--- config.mk ---
export PLATFORM = sky130hd
export DESIGN_NAME = kid_motion
export DESIGN_NICKNAME = d
export VERILOG_FILES = /design/src/rtl/kid_motion.sv
export SDC_FILE = /design/constraint.sdc
export NUM_CORES = 1
export LEC_CHECK = 0
export CAP_MARGIN = 5
export CELL_PAD_IN_SITES_DETAIL_PLACEMENT = 1
export CELL_PAD_IN_SITES_GLOBAL_PLACEMENT = 1
export CORE_MARGIN = 2
export CORE_UTILIZATION = 40
export DETAILED_ROUTE_END_ITERATION = 7
export HOLD_SLACK_MARGIN = 0.15
export PLACE_DENSITY = 0.84
export REMOVE_ABC_BUFFERS = 1
export SKIP_LAST_GASP = 1
export SLEW_MARGIN = 20
export SYNTH_ARGS = -nofsm -noshare
export SYNTH_HDL_FRONTEND = slang
export SYNTH_SLANG_ARGS = --single-unit
--- constraint.sdc ---
create_clock -name clk -period 2.6 [get_ports clk]
set_input_delay 0.52 -clock clk [delete_from_list [all_inputs] [get_ports clk]]
set_output_delay 0.52 -clock clk [all_outputs]
set_load 0.01 [all_outputs]
--- src/rtl/kid_motion.sv ---
// Kid position/physics controller.
// Each frame tick walks, jumps and applies gravity as a series of 1-pixel
// sub-steps, one per clock. Every sub-step is gated by the collision flag for
// its direction, so the kid stops exactly on a boundary.
//
// Ports:
//   clk, rst        clock, synchronous active-high reset
//   tick            one-cycle frame strobe
//   respawn         one-cycle pulse, return to spawn (beats tick)
//   btn_left/right  walk buttons (level)
//   btn_jump        jump button (level, edge-detected per tick)
//   is_collide[3:0] top / bottom(grounded) / left / right blocked flags
//   kid_t/b/l/r     bounding box (b and r derived combinationally)
//   facing          0 = right, 1 = left
//   busy            high while a frame is being processed
//   fell_out        sticky death flag
//   frame_overrun   one-cycle pulse when a tick arrives while busy
//
// Optional feature: define KID_DOUBLE_JUMP_EN to allow one airborne jump.

module kid_motion #(
  parameter int unsigned KID_W      = 21,
  parameter int unsigned KID_H      = 21,
  parameter int unsigned SPAWN_L    = 40,
  parameter int unsigned SPAWN_T    = 362,
  parameter int unsigned WALK_SPEED = 3,
  parameter int unsigned JUMP_V     = 8,
  parameter int unsigned MAX_FALL   = 9,
  parameter int unsigned DEATH_Y    = 600
) (
  input  logic       clk,
  input  logic       rst,
  input  logic       tick,
  input  logic       respawn,
  input  logic       btn_left,
  input  logic       btn_right,
  input  logic       btn_jump,
  input  logic [3:0] is_collide,
  output logic [9:0] kid_t,
  output logic [9:0] kid_b,
  output logic [9:0] kid_l,
  output logic [9:0] kid_r,
  output logic       facing,
  output logic       busy,
  output logic       fell_out,
  output logic       frame_overrun
);

  localparam int unsigned PW = 10;  // pixel coordinate width
  localparam int unsigned VW = 6;   // signed speed width
  localparam int unsigned CW = 4;   // step counter width

  localparam logic signed [VW-1:0] VY_JUMP = VW'(-int'(JUMP_V));
  localparam logic signed [VW-1:0] VY_MAX  = VW'(MAX_FALL);

  typedef enum logic [1:0] {
    S_IDLE,
    S_HMOVE,
    S_VMOVE
  } state_e;

  state_e                 state_q;
  logic [PW-1:0]          kid_l_q;
  logic [PW-1:0]          kid_t_q;
  logic signed [VW-1:0]   vy_q;
  logic [CW-1:0]          hcnt_q;
  logic [CW-1:0]          vcnt_q;
  logic                   dir_left_q;
  logic                   facing_q;
  logic                   busy_q;
  logic                   fell_out_q;
  logic                   overrun_q;
  logic                   jump_prev_q;
`ifdef KID_DOUBLE_JUMP_EN
  logic                   jumps_used_q;
  logic                   dbl_jump;
`endif

  logic                   jump_edge;
  logic                   grounded;
  logic                   blocked_h;
  logic signed [VW-1:0]   vy_new;
  logic [VW-1:0]          vy_abs;
  logic [CW-1:0]          vcnt_new;

  // Frame-start speed update and the vertical step count it implies.
  always_comb begin
    jump_edge = btn_jump & ~jump_prev_q;
    grounded  = is_collide[2];
`ifdef KID_DOUBLE_JUMP_EN
    dbl_jump  = 1'b0;
`endif
    vy_new    = vy_q;
    if (jump_edge && grounded) begin
      vy_new = VY_JUMP;
    end
`ifdef KID_DOUBLE_JUMP_EN
    else if (jump_edge && !jumps_used_q) begin
      vy_new   = VY_JUMP;
      dbl_jump = 1'b1;
    end
`endif
    else if (grounded && !vy_q[VW-1]) begin
      vy_new = '0;
    end else if (vy_q >= VY_MAX) begin
      vy_new = VY_MAX;
    end else begin
      vy_new = vy_q + VW'(1);
    end
    vy_abs   = vy_new[VW-1] ? VW'(-vy_new) : VW'(vy_new);
    // Clamp to the counter range; unreachable with sane speed parameters.
    vcnt_new = (vy_abs[VW-1:CW] != '0) ? '1 : vy_abs[CW-1:0];
  end

  // Left edge at x = 0 counts as a wall so kid_l cannot wrap.
  always_comb begin
    blocked_h = dir_left_q ? (is_collide[1] || (kid_l_q == '0)) : is_collide[0];
  end

  // Frame sequencer: IDLE -> HMOVE (walk steps) -> VMOVE (vertical steps).
  always_ff @(posedge clk) begin
    if (rst) begin
      state_q      <= S_IDLE;
      kid_l_q      <= PW'(SPAWN_L);
      kid_t_q      <= PW'(SPAWN_T);
      vy_q         <= '0;
      hcnt_q       <= '0;
      vcnt_q       <= '0;
      dir_left_q   <= 1'b0;
      facing_q     <= 1'b0;
      busy_q       <= 1'b0;
      fell_out_q   <= 1'b0;
      overrun_q    <= 1'b0;
      jump_prev_q  <= 1'b0;
`ifdef KID_DOUBLE_JUMP_EN
      jumps_used_q <= 1'b0;
`endif
    end else if (respawn) begin
      state_q      <= S_IDLE;
      kid_l_q      <= PW'(SPAWN_L);
      kid_t_q      <= PW'(SPAWN_T);
      vy_q         <= '0;
      hcnt_q       <= '0;
      vcnt_q       <= '0;
      dir_left_q   <= 1'b0;
      facing_q     <= 1'b0;
      busy_q       <= 1'b0;
      fell_out_q   <= 1'b0;
      overrun_q    <= 1'b0;
`ifdef KID_DOUBLE_JUMP_EN
      jumps_used_q <= 1'b0;
`endif
    end else begin
      overrun_q <= tick && (state_q != S_IDLE);
      if (tick) begin
        jump_prev_q <= btn_jump;
      end
      if (kid_t_q >= PW'(DEATH_Y)) begin
        fell_out_q <= 1'b1;
      end

      case (state_q)
        S_IDLE: begin
`ifdef KID_DOUBLE_JUMP_EN
          if (grounded) begin
            jumps_used_q <= 1'b0;
          end
`endif
          if (tick && !fell_out_q) begin
            case ({btn_left, btn_right})
              2'b10: begin
                dir_left_q <= 1'b1;
                facing_q   <= 1'b1;
                hcnt_q     <= CW'(WALK_SPEED);
              end
              2'b01: begin
                dir_left_q <= 1'b0;
                facing_q   <= 1'b0;
                hcnt_q     <= CW'(WALK_SPEED);
              end
              default: hcnt_q <= '0;
            endcase
            vy_q    <= vy_new;
            vcnt_q  <= vcnt_new;
`ifdef KID_DOUBLE_JUMP_EN
            if (dbl_jump) begin
              jumps_used_q <= 1'b1;
            end
`endif
            state_q <= S_HMOVE;
            busy_q  <= 1'b1;
          end
        end

        S_HMOVE: begin
          if (hcnt_q == '0) begin
            state_q <= S_VMOVE;
          end else if (blocked_h) begin
            hcnt_q <= '0;
          end else begin
            kid_l_q <= dir_left_q ? (kid_l_q - PW'(1)) : (kid_l_q + PW'(1));
            hcnt_q  <= hcnt_q - CW'(1);
          end
        end

        S_VMOVE: begin
          if (vcnt_q == '0) begin
            state_q <= S_IDLE;
            busy_q  <= 1'b0;
          end else if (vy_q[VW-1]) begin
            // Moving up: ceiling kills the remaining rise.
            if (is_collide[3]) begin
              vy_q   <= '0;
              vcnt_q <= '0;
            end else begin
              if (kid_t_q != '0) begin
                kid_t_q <= kid_t_q - PW'(1);
              end
              vcnt_q <= vcnt_q - CW'(1);
            end
          end else begin
            // Moving down: floor kills the remaining fall.
            if (is_collide[2]) begin
              vy_q   <= '0;
              vcnt_q <= '0;
            end else begin
              if (kid_t_q != '1) begin
                kid_t_q <= kid_t_q + PW'(1);
              end
              vcnt_q <= vcnt_q - CW'(1);
            end
          end
        end

        default: begin
          state_q <= S_IDLE;
          busy_q  <= 1'b0;
        end
      endcase
    end
  end

  assign kid_l         = kid_l_q;
  assign kid_t         = kid_t_q;
  assign kid_r         = kid_l_q + PW'(KID_W);
  assign kid_b         = kid_t_q + PW'(KID_H);
  assign facing        = facing_q;
  assign busy          = busy_q;
  assign fell_out      = fell_out_q;
  assign frame_overrun = overrun_q;

endmodule
==> impl_metrics.toml, run 1 <==
[yosys]
yosysUniqueCellTypes = 62
synth-simple-area-share_pct = 26.3
synthAdderAreaFrac_pct = 12.4
ys.flop_type = "dfxtp_1"
yosysTopAreaCellShare_pct = 25.3
synth_cells = 405
ys_seq_area_share_pct = 25.3
postSynth.asyncResetShare_pct = 0
synth_compound_area_share_pct = 20.9
synth_area_sq_mm = 0.00324
synth_xor_area_share_pct = 9.19
synth-seq-cells = 41
synth_mux_area_share_pct = 1.54
synth_edf_count = 0
avgSynthCellArea_sq_um = 8.00
ys_warn_count = 0
synth_top_family_by_area = "simple AND/OR/NAND/NOR gates"
yosys.area.top_type = "dfxtp_1"
ys_top_cells_by_area = "dfxtp_1 (25%), ha_1 (11%), xnor2_1 (5.9%), nor2_1 (5.3%), a21oi_1 (4.6%)"

[timing]
min_period_ns = 2.53
drv_slew = 0
finClkSkew_ns = 0.0104
fmax_mhz = 396
finalHoldViolCount = 0
maxSlewHeadroom_pct = 57.7
worst_pin_slew_ns = 0.635
worst_slack_ns = 0.0732
setup_viol = 0
fin_crit_sh_pct = 97.2
rsz0062_at_grt = "yes"

[pwr]
p_total_mw = 1.33
powerDensity_mw_per_mm2 = 321
peakVddDrop_mv = 0.158
p_leak_nw = 1.70

[global_route]
grt_use_total_pct = 22.7
grt_pass1_vias = 3391
overflow = 0
grt_max_degree = 22
grt_pass1_wl_um = 16200
antenna_found_initial = 0

[placement]
placed_area_sq_mm = 0.00401
port_buffers = 54
hpwl_um = 7430
post-place-ws_ns = -0.0342
place.gp.congestion = 0.895

[route]
drt_pass1_iterations = 4
num_vias = 3253
drt_wl_total_um = 9750
ant_nets = 0
wl_per_cell_um = 16.9
drc = 0
drtIter0Drc = 110
vias_per_cell = 5.65

[cells_and_area]
fillers = 958
num_antenna_cells = 0
drive_above_1_share_pct = 11.8
nets = 515
syn_to_final_growth_pct = 27.9
design_area_sq_mm = 0.00414

[clock_network]
cts_hold_buf = 0
postCtsSetupBuffers = 0
cts_root_buf = "clkbuf_8"
clk_latency_ns = 0.31
cts_tree = "done"
clk_pin_slew_ns = 0.09
clkSinkCount = 41
cts_htree_levels = 2
numCtsBuffers = 5
clockBufferDepth = 2

[setup_path]
crit_required_ns = 2.08
worstPathMaxFanout = 6
worstSetupStartpointType = "register"
crit_type = "reg -> out"
worst_setup_path_end_kind = "output port"
worstPathArrival_ns = 2.01

[die]
die_area_sq_mm = 0.00883
core_area_sq_mm = 0.00777
fp.dieH_um = 94.0
rows = 32
io_pins = 55
start_util_pct = 41.7
die_w_um = 94.0

[outcome]
status = "finished clean"

[min_path]
min_path_type = "reg -> reg"

[run]
drv_cap = 0
==> cell usage in the layout (no fill, tap or decap), types with 3 or more instances in the layout <==
cell / n
mux2i_1: 5
nor2b_1: 11
buf_4: 23
inv_1: 15
ha_1: 28
a21o_1: 3
nand4_1: 5
a211oi_2: 3
o21ai_1: 8
nor2_1: 45
dfxtp_2: 3
nand2b_1: 4
nand3_1: 12
o21ai_0: 8
clkbuf_8: 5
xnor2_1: 22
a31oi_1: 7
nand2_1: 36
xor2_1: 12
a21oi_1: 28
dfxtp_4: 3
nor3_1: 12
o21a_1: 3
and3_1: 3
nand3b_1: 4
nor4b_1: 4
dlymetal6s2s_1: 3
dfxtp_1: 35
a211oi_1: 3
clkdlybuf4s50_1: 51
nor4_1: 3
o31ai_1: 4
o211ai_1: 13
==> report_power, final <==
part           switching [mW]  internal [mW]  leakage [nW]
Clock                   0.269          0.194        0.0447
Combinational           0.124         0.0943          1.32
Sequential             0.0147          0.635         0.335
Total                   0.408          0.924          1.70
==> timing repair <==
| item | CTS | global route |
|---|---|---|
| endpoints found under the setup margin | 4 | 11 |
| endpoints found under the hold margin | 0 | 0 |
| resized for setup | 7 | 13 |
==> flip-flops by register name, indices dropped and copies added, names as in the netlist <==
register,flops
kid_l,10
frame_overrun,1
vcnt_q,4
busy,1
jump_prev_q,1
state_q,2
vy_q,6
fell_out,1
facing,1
kid_t,10
hcnt_q,4
==> routing by layer <==
metal	global-route usage, %	routed length [um]
met1	26.9	4330
met3	3.29	301
met4	3.99	86
met5	0	0
met2	43.3	5030
==> worst max-delay path, cell delays in order (launching register included) <==
cell and delay, ns:
dfxtp_4 0.38, a21oi_1 0.21, inv_1 0.08, a21oi_2 0.17, buf_4 0.15, nor2_1 0.05
xor2_1 0.12, clkdlybuf4s50_1 0.56
==> layout make-up <==
type / instances / area, sq um / share of cell area [%]
clock inverter: 3 / 25.0 / 0.604
inverter: 17 / 63.8 / 1.54
clock buffer: 5 / 68.8 / 1.66
multi-input combinational: 331 / 2300 / 55.6
tap: 102 / 128 / 3.08
sequential: 41 / 836 / 20.2
timing repair buffer: 77 / 721 / 17.4
==> worst paths after layout <==
| path | from | end | slack [ns] | cells after the start |
|---|---|---|---|---|
| setup / recovery | kid_t[1]$_SDFFE_PP1P_ | kid_b[7] | 0.07 | 7 |
| hold / removal | vy_q[1]$_SDFFE_PP0P_ | vy_q[1]$_SDFFE_PP0P_ | 0.53 | 2 |
| setup reg to reg | vy_q[1]$_SDFFE_PP0P_ | vcnt_q[0]$_SDFFE_PP0P_ | 0.13 | 10 |
| hold reg to reg | vy_q[1]$_SDFFE_PP0P_ | vy_q[1]$_SDFFE_PP0P_ | 0.53 | 2 |
==> cell families (layout without fill, tap and decap cells) <==
family	count (synthesis)	after routing
simple gates	160	160
fa+ha+maj	31	31
xor+xnor	34	34
flops	41	41
buf+inv	33	102
compound gates	101	101
mux	5	5
==> metrics by stage <==
stage	instances	hold WS, ns	setup TNS [ns]	utilization [%]
global route	576	0.575	-0.0226	53.4
CTS	576	0.534	-0.0124	53.0
floorplan	389	0.465	0	-
global placement	568	0.500	0	51.6
detailed placement	568	0.511	-0.0690	51.6
finish	576	0.532	0	53.4
==> Yosys cell counts, types with 4 or more instances <==
cell type and count:
a21oi_1 30, a31oi_1 7, buf_2 5, clkbuf_1 10, dfxtp_1 41, ha_1 29, inv_1 15, mux2i_1 5
nand2_1 36, nand2b_1 4, nand3_1 12, nand3b_1 4, nand4_1 5, nor2_1 46, nor2b_1 11, nor3_1 12
nor4b_1 4, o211ai_1 13, o21ai_0 10, o21ai_1 7, o31ai_1 4, xnor2_1 22, xor2_1 12
No activity file was read; power rests on OpenSTA's default activity.
==> run 2, diff against run 1 <==
--- a/config.mk
+++ b/config.mk
@@ -11,6 +11,7 @@
 export CORE_MARGIN = 2
 export CORE_UTILIZATION = 40
 export DETAILED_ROUTE_END_ITERATION = 7
+export GPL_ROUTABILITY_DRIVEN = 0
 export HOLD_SLACK_MARGIN = 0.15
 export PLACE_DENSITY = 0.84
 export REMOVE_ABC_BUFFERS = 1
==> run 2 against run 1 <==
Net effect:
- wire length increased by 0.56%
- worst hold slack improved by 0.011 ns
- fmax decreased by 1.5%
- highest routed layer unchanged
- critical path depth increased by 1
- clock skew about the same
- clock-buffer cell count unchanged
- flip-flop and latch count unchanged
- power increased by 14%
- largest power group unchanged
- critical endpoint is now vcnt_q[2]$_SDFFE_PP0P_
- clock power increased by 40%
==> impl_metrics.toml, run 2 (synthesis results as in run 1) <==
[global_route]
grt_pass1_vias = 3363
grt_max_degree = 24
grt_use_total_pct = 22.9
antenna_found_initial = 0
overflow = 0
grt_pass1_wl_um = 16300

[setup_path]
max_stage_delay_ns = 0.57
cp_top_family = "compound AO/OA/AOI/OAI gates"
worstPathArrival_ns = 2.79
worst_setup_path_end_kind = "register"
crit_type = "reg -> reg"
worstPathMaxFanout = 6
worst-path-buf-inv = 1
cpMaxStageDelayCell = "a21oi_1"
crit_required_ns = 2.83
crit_chain = "inv_1 -> ha_1 -> or3b_1 -> a21oi_1 -> nor2_1 -> a31oi_1 -> o211ai_4 -> a211oi_2"
worstSetupStartpointType = "register"

[placement]
port_buffers = 54
hpwl_um = 7260

[pwr]
p_leak_nw = 1.72
power.internal_mw = 1.12
seqPwrFrac_pct = 42.8
powerDensity_mw_per_mm2 = 364
p_total_mw = 1.52
pwr-share-clk_pct = 42.8
peakVddDrop_mv = 0.217
switching_share_pct = 26.5
p_comb_share_pct = 14.4
power_switching_mw = 0.403

[die]
core_area_sq_mm = 0.00777
rows = 32
fp.dieH_um = 94.0
start_util_pct = 41.7
die_w_um = 94.0
io_pins = 55
die_area_sq_mm = 0.00883

[clock_network]
clk_pin_slew_ns = 0.09
cts_root_buf = "clkbuf_8"
clk_latency_ns = 0.31
clkSinkCount = 41
cts_tree = "done"
clockBufferDepth = 2
postCtsSetupBuffers = 0
cts_htree_levels = 2
numCtsBuffers = 5

[cells_and_area]
nets = 513
layout_common_cells = "clkdlybuf4s50_1 (50), nor2_1 (44), nand2_1 (36)"
syn_to_final_growth_pct = 28.9
fillers = 947
final_common_cell = "clkdlybuf4s50_1"
num_antenna_cells = 0
drive_above_1_share_pct = 11.4
final_core_util_pct = 53.8

[route]
drt_wl_total_um = 9800
wl_per_cell_um = 17.1
vias_per_cell = 5.67
ant_nets = 0
drtIter0Drc = 107
drc = 0
num_vias = 3252
drt_pass1_iterations = 4

[timing]
finalHoldViolCount = 0
worst_pin_slew_ns = 0.651
fin_crit_sh_pct = 98.6
maxSlewHeadroom_pct = 56.5
fin_tns_setup_ns = 0
min_period_ns = 2.56
fmax_mhz = 390
finClkSkew_ns = 0.0109
setup_viol = 0
drv_slew = 0
hold-worst-slack_ns = 0.544

[run]
drv_cap = 0

[min_path]
min_path_type = "reg -> reg"

[outcome]
status = "finished clean"
-- run 2: final timing paths --
check / startpoint / to / slack [ns] / depth (start not counted)
setup / recovery: vcnt_q[0]$_SDFFE_PP0P_ / vcnt_q[2]$_SDFFE_PP0P_ / 0.04 / 8
hold / removal: vy_q[1]$_SDFFE_PP0P_ / vy_q[1]$_SDFFE_PP0P_ / 0.54 / 2
setup reg to reg: vcnt_q[0]$_SDFFE_PP0P_ / vcnt_q[2]$_SDFFE_PP0P_ / 0.04 / 8
hold reg to reg: vy_q[1]$_SDFFE_PP0P_ / vy_q[1]$_SDFFE_PP0P_ / 0.54 / 2
-- run 2: metal layers --
layer | global-route usage [%] | vias up | wire length, um
met5 | 0 | - | 0
met4 | 5.07 | 0 | 39
met1 | 27.6 | 1581 | 4360
li1 | - | 1602 | -
met2 | 42.7 | 63 | 5090
met3 | 3.29 | 6 | 307
-- run 2: stage by stage --
step | setup WS (ns) | instance area [sq um] | std cells
after detailed placement | -0.0104 | 3990 | 566
after global routing | -0.0932 | 4180 | 574
after floorplan | 0.104 | 3170 | 389
after CTS | -0.0197 | 4140 | 574
final | 0.0352 | 4180 | 574
after global placement | 0.0791 | 3990 | 566
-- run 2: power groups by stage --
stage	Sequential, mW	Combinational (mW)	Clock (mW)
after floorplan	0.665	0.133	0
after global placement	0.667	0.204	0
after detailed placement	0.667	0.213	0
after CTS	0.652	0.215	0.658
after global routing	0.653	0.243	0.686
final	0.651	0.219	0.651
-- run 2: layout make-up --
cell class                 count  area [sq um]  area share [%]
inverter                      17          63.8            1.53
tap                          102           128            3.06
sequential                    41           833            20.0
multi-input combinational    331          2310            55.3
clock inverter                 3          68.8            1.65
clock buffer                   5          68.8            1.65
timing repair buffer          75           704            16.9
-- run 2: repair_timing --
item,CTS,global route
endpoints found under the hold margin,0,0
setup endpoints to repair,7,9
hold buffers,0,0
resized for setup,8,13
pin swaps,0,1
-- run 2: tightest hold or removal path, stage by stage, from the launching register on --
cell and delay (ns):
dfxtp_2 0.36, a2bb2oi_1 0.07, nor2_1 0.09
==> run 3, diff against run 2 <==
--- a/config.mk
+++ b/config.mk
@@ -9,11 +9,11 @@
 export CELL_PAD_IN_SITES_DETAIL_PLACEMENT = 1
 export CELL_PAD_IN_SITES_GLOBAL_PLACEMENT = 1
 export CORE_MARGIN = 2
-export CORE_UTILIZATION = 40
+export CORE_UTILIZATION = 30
 export DETAILED_ROUTE_END_ITERATION = 7
 export GPL_ROUTABILITY_DRIVEN = 0
 export HOLD_SLACK_MARGIN = 0.15
-export PLACE_DENSITY = 0.84
+export PLACE_DENSITY = 0.67
 export REMOVE_ABC_BUFFERS = 1
 export SKIP_LAST_GASP = 1
 export SLEW_MARGIN = 20
==> constraint.sdc (replaced) <==
create_clock -name clk -period 2.6 [get_ports clk]
set_input_delay 0.26 -clock clk [delete_from_list [all_inputs] [get_ports clk]]
set_output_delay 0.26 -clock clk [all_outputs]
set_load 0.01 [all_outputs]
==> run 3 against run 2 <==
Net effect:
- register-to-register slack better by 0.07 ns
- sequential share of layout area fell by 0.079 points
- combinational power about the same
- die area up 32%
- clock skew down 0.0055 ns
- global-route usage decreased by 5.4 points
- cell count up 5.7%
- clock-buffer cell count increased by 2
==> impl_metrics.toml, run 3 (synthesis results as in run 1) <==
[die]
die_area_sq_mm = 0.0116
io_pins = 55
core_area_sq_mm = 0.0104
start_util_pct = 31.1
rows = 37
fp.dieH_um = 108
die_w_um = 108

[cells_and_area]
nets = 512
layout.cells.non_filler = 607
drive_above_1_share_pct = 9.34
syn_to_final_growth_pct = 28.3
num_antenna_cells = 0
fillers = 1271
layout_common_cells = "clkdlybuf4s50_1 (54), nor2_1 (45), dfxtp_1 (39)"
final_common_cell = "clkdlybuf4s50_1"

[timing]
maxSlewHeadroom_pct = 60.5
setup_viol = 0
fmax_mhz = 400
min_period_ns = 2.50
rsz0062_at_grt = "no"
worst_slack_ns = 0.101
fin_crit_sh_pct = 96.1
fin_tns_setup_ns = 0
finClkSkew_ns = 0.00539
worst_pin_slew_ns = 0.591
drv_slew = 0
finalHoldViolCount = 0

[route]
num_vias = 3239
drt_pass1_iterations = 4
wl_per_cell_um = 16.1
vias_per_cell = 5.34
drtIter0Drc = 115
ant_nets = 0
drt_wl_total_um = 9760
drc = 0

[min_path]
min_from = "hcnt_q[2]$_SDFFE_PP0P_"
hold_path_depth = 2
hold_end = "hcnt_q[2]$_SDFFE_PP0P_"
min_path_type = "reg -> reg"

[setup_path]
worstReg2RegEnd = "vcnt_q[0]$_SDFFE_PP0P_"
crit_required_ns = 2.78
worstPathArrival_ns = 2.68
crit_type = "reg -> reg"
timing.rr.start = "vy_q[0]$_SDFFE_PP0P_"
worstRegToRegCells = 10
worst_setup_path_end_kind = "register"
worstSetupStartpointType = "register"
r2r_setup_slack_ns = 0.10
worstPathMaxFanout = 7

[pwr]
power_switching_mw = 0.379
p_comb_share_pct = 15.4
peakVddDrop_mv = 0.196
power.internal_mw = 1.05
p_leak_nw = 1.66
switching_share_pct = 26.6
p_total_mw = 1.42
pwr-share-clk_pct = 38.9
seqPwrFrac_pct = 45.7
powerDensity_mw_per_mm2 = 343

[placement]
port_buffers = 54
dp.cells = 599
hpwl_um = 7660
post-place-ws_ns = -0.00436

[clock_network]
cts_root_buf = "clkbuf_8"
postCtsSetupBuffers = 0
cts_hold_buf = 0
cts_tree = "done"
cts_htree_levels = 2
clockBufferDepth = 2
clkSinkCount = 41
post_cts_resized = 1
numCtsBuffers = 5
clk_latency_ns = 0.30
clk_pin_slew_ns = 0.08

[run]
drv_cap = 0

[global_route]
grt_pass1_wl_um = 16600
overflow = 0
antenna_found_initial = 0
grt_max_degree = 22
grt_use_total_pct = 17.5
grt_pass1_vias = 3429

[outcome]
status = "finished clean"
-- run 3: cell count changes in the layout (fill, tap and decap cells not counted), sizes merged --
| cell | previous run | this run |
|---|---|---|
| dlymetal6s2s | 3 | 0 |
| bufinv | 2 | 1 |
| clkdlybuf4s50 | 50 | 54 |
| clkbuf | 5 | 7 |
| inv | 18 | 17 |
| dlygate4sd2 | 1 | 0 |
| buf | 21 | 20 |
-- run 3: how the worst max path moves through the flow --
stage / from / endpoint / slack (ns)
global route: kid_t[0]$_SDFFE_PP0P_ / kid_b[8] / 0.01
CTS: vy_q[0]$_SDFFE_PP0P_ / vcnt_q[0]$_SDFFE_PP0P_ / 0.08
finish: vy_q[0]$_SDFFE_PP0P_ / vcnt_q[0]$_SDFFE_PP0P_ / 0.10
global placement: vy_q[0]$_SDFFE_PP0P_ / vcnt_q[0]$_SDFFE_PP0P_ / 0.09
detailed placement: vy_q[0]$_SDFFE_PP0P_ / vcnt_q[0]$_SDFFE_PP0P_ / -0.004
floorplan: kid_l[0]$_SDFFE_PP0P_ / kid_l[9]$_SDFFE_PP0P_ / 0.10
-- run 3: metal layers --
layer	part of all wire [%]	wire length (um)	global-route usage, %	vias up
li1	-	-	-	1599
met1	46	4530	21.7	1564
met2	49	4790	31.4	67
met3	3.6	348	3.45	9
met4	0.93	91	3.66	0
met5	0	0	0	-
-- run 3: per-stage QoR --
stage	hold slack (ns)	cell area (sq um)	utilization [%]
2_1_floorplan	0.332	3170	-
3_3_place_gp	0.495	4030	38.7
3_5_place_dp	0.504	4030	38.7
6_report	0.524	4160	39.9
5_1_grt	0.560	4160	39.9
4_1_cts	0.532	4140	39.8
-- run 3: layout make-up --
type | instances | area, sq um | share of cell area [%]
well taps | 136 | 170 | 4.10
clock inverters | 1 | 30.0 | 0.723
multi-input cells | 331 | 2290 | 55.1
repair buffers | 74 | 691 | 16.6
clock buffers | 7 | 86.3 | 2.08
flip-flops and latches | 41 | 826 | 19.9
inverters | 17 | 63.8 | 1.54
-- run 3: critical path, cell delays in order, from the launching register on --
cell,delay (ns)
dfxtp_4,0.39
inv_1,0.05
ha_1,0.18
nor4b_4,0.13
or3_4,0.39
a21o_1,0.23
ha_1,0.22
o21a_1,0.13
a2111o_1,0.43
o211ai_2,0.12
a31oi_1,0.12
-- run 3: power groups by stage --
| stage | Sequential, mW | Combinational (mW) | Clock [mW] |
|---|---|---|---|
| after floorplan | 0.665 | 0.133 | 0 |
| after detailed placement | 0.667 | 0.216 | 0 |
| final | 0.651 | 0.219 | 0.554 |
| after CTS | 0.652 | 0.218 | 0.570 |
| after global placement | 0.666 | 0.211 | 0 |
| after global routing | 0.654 | 0.244 | 0.591 |
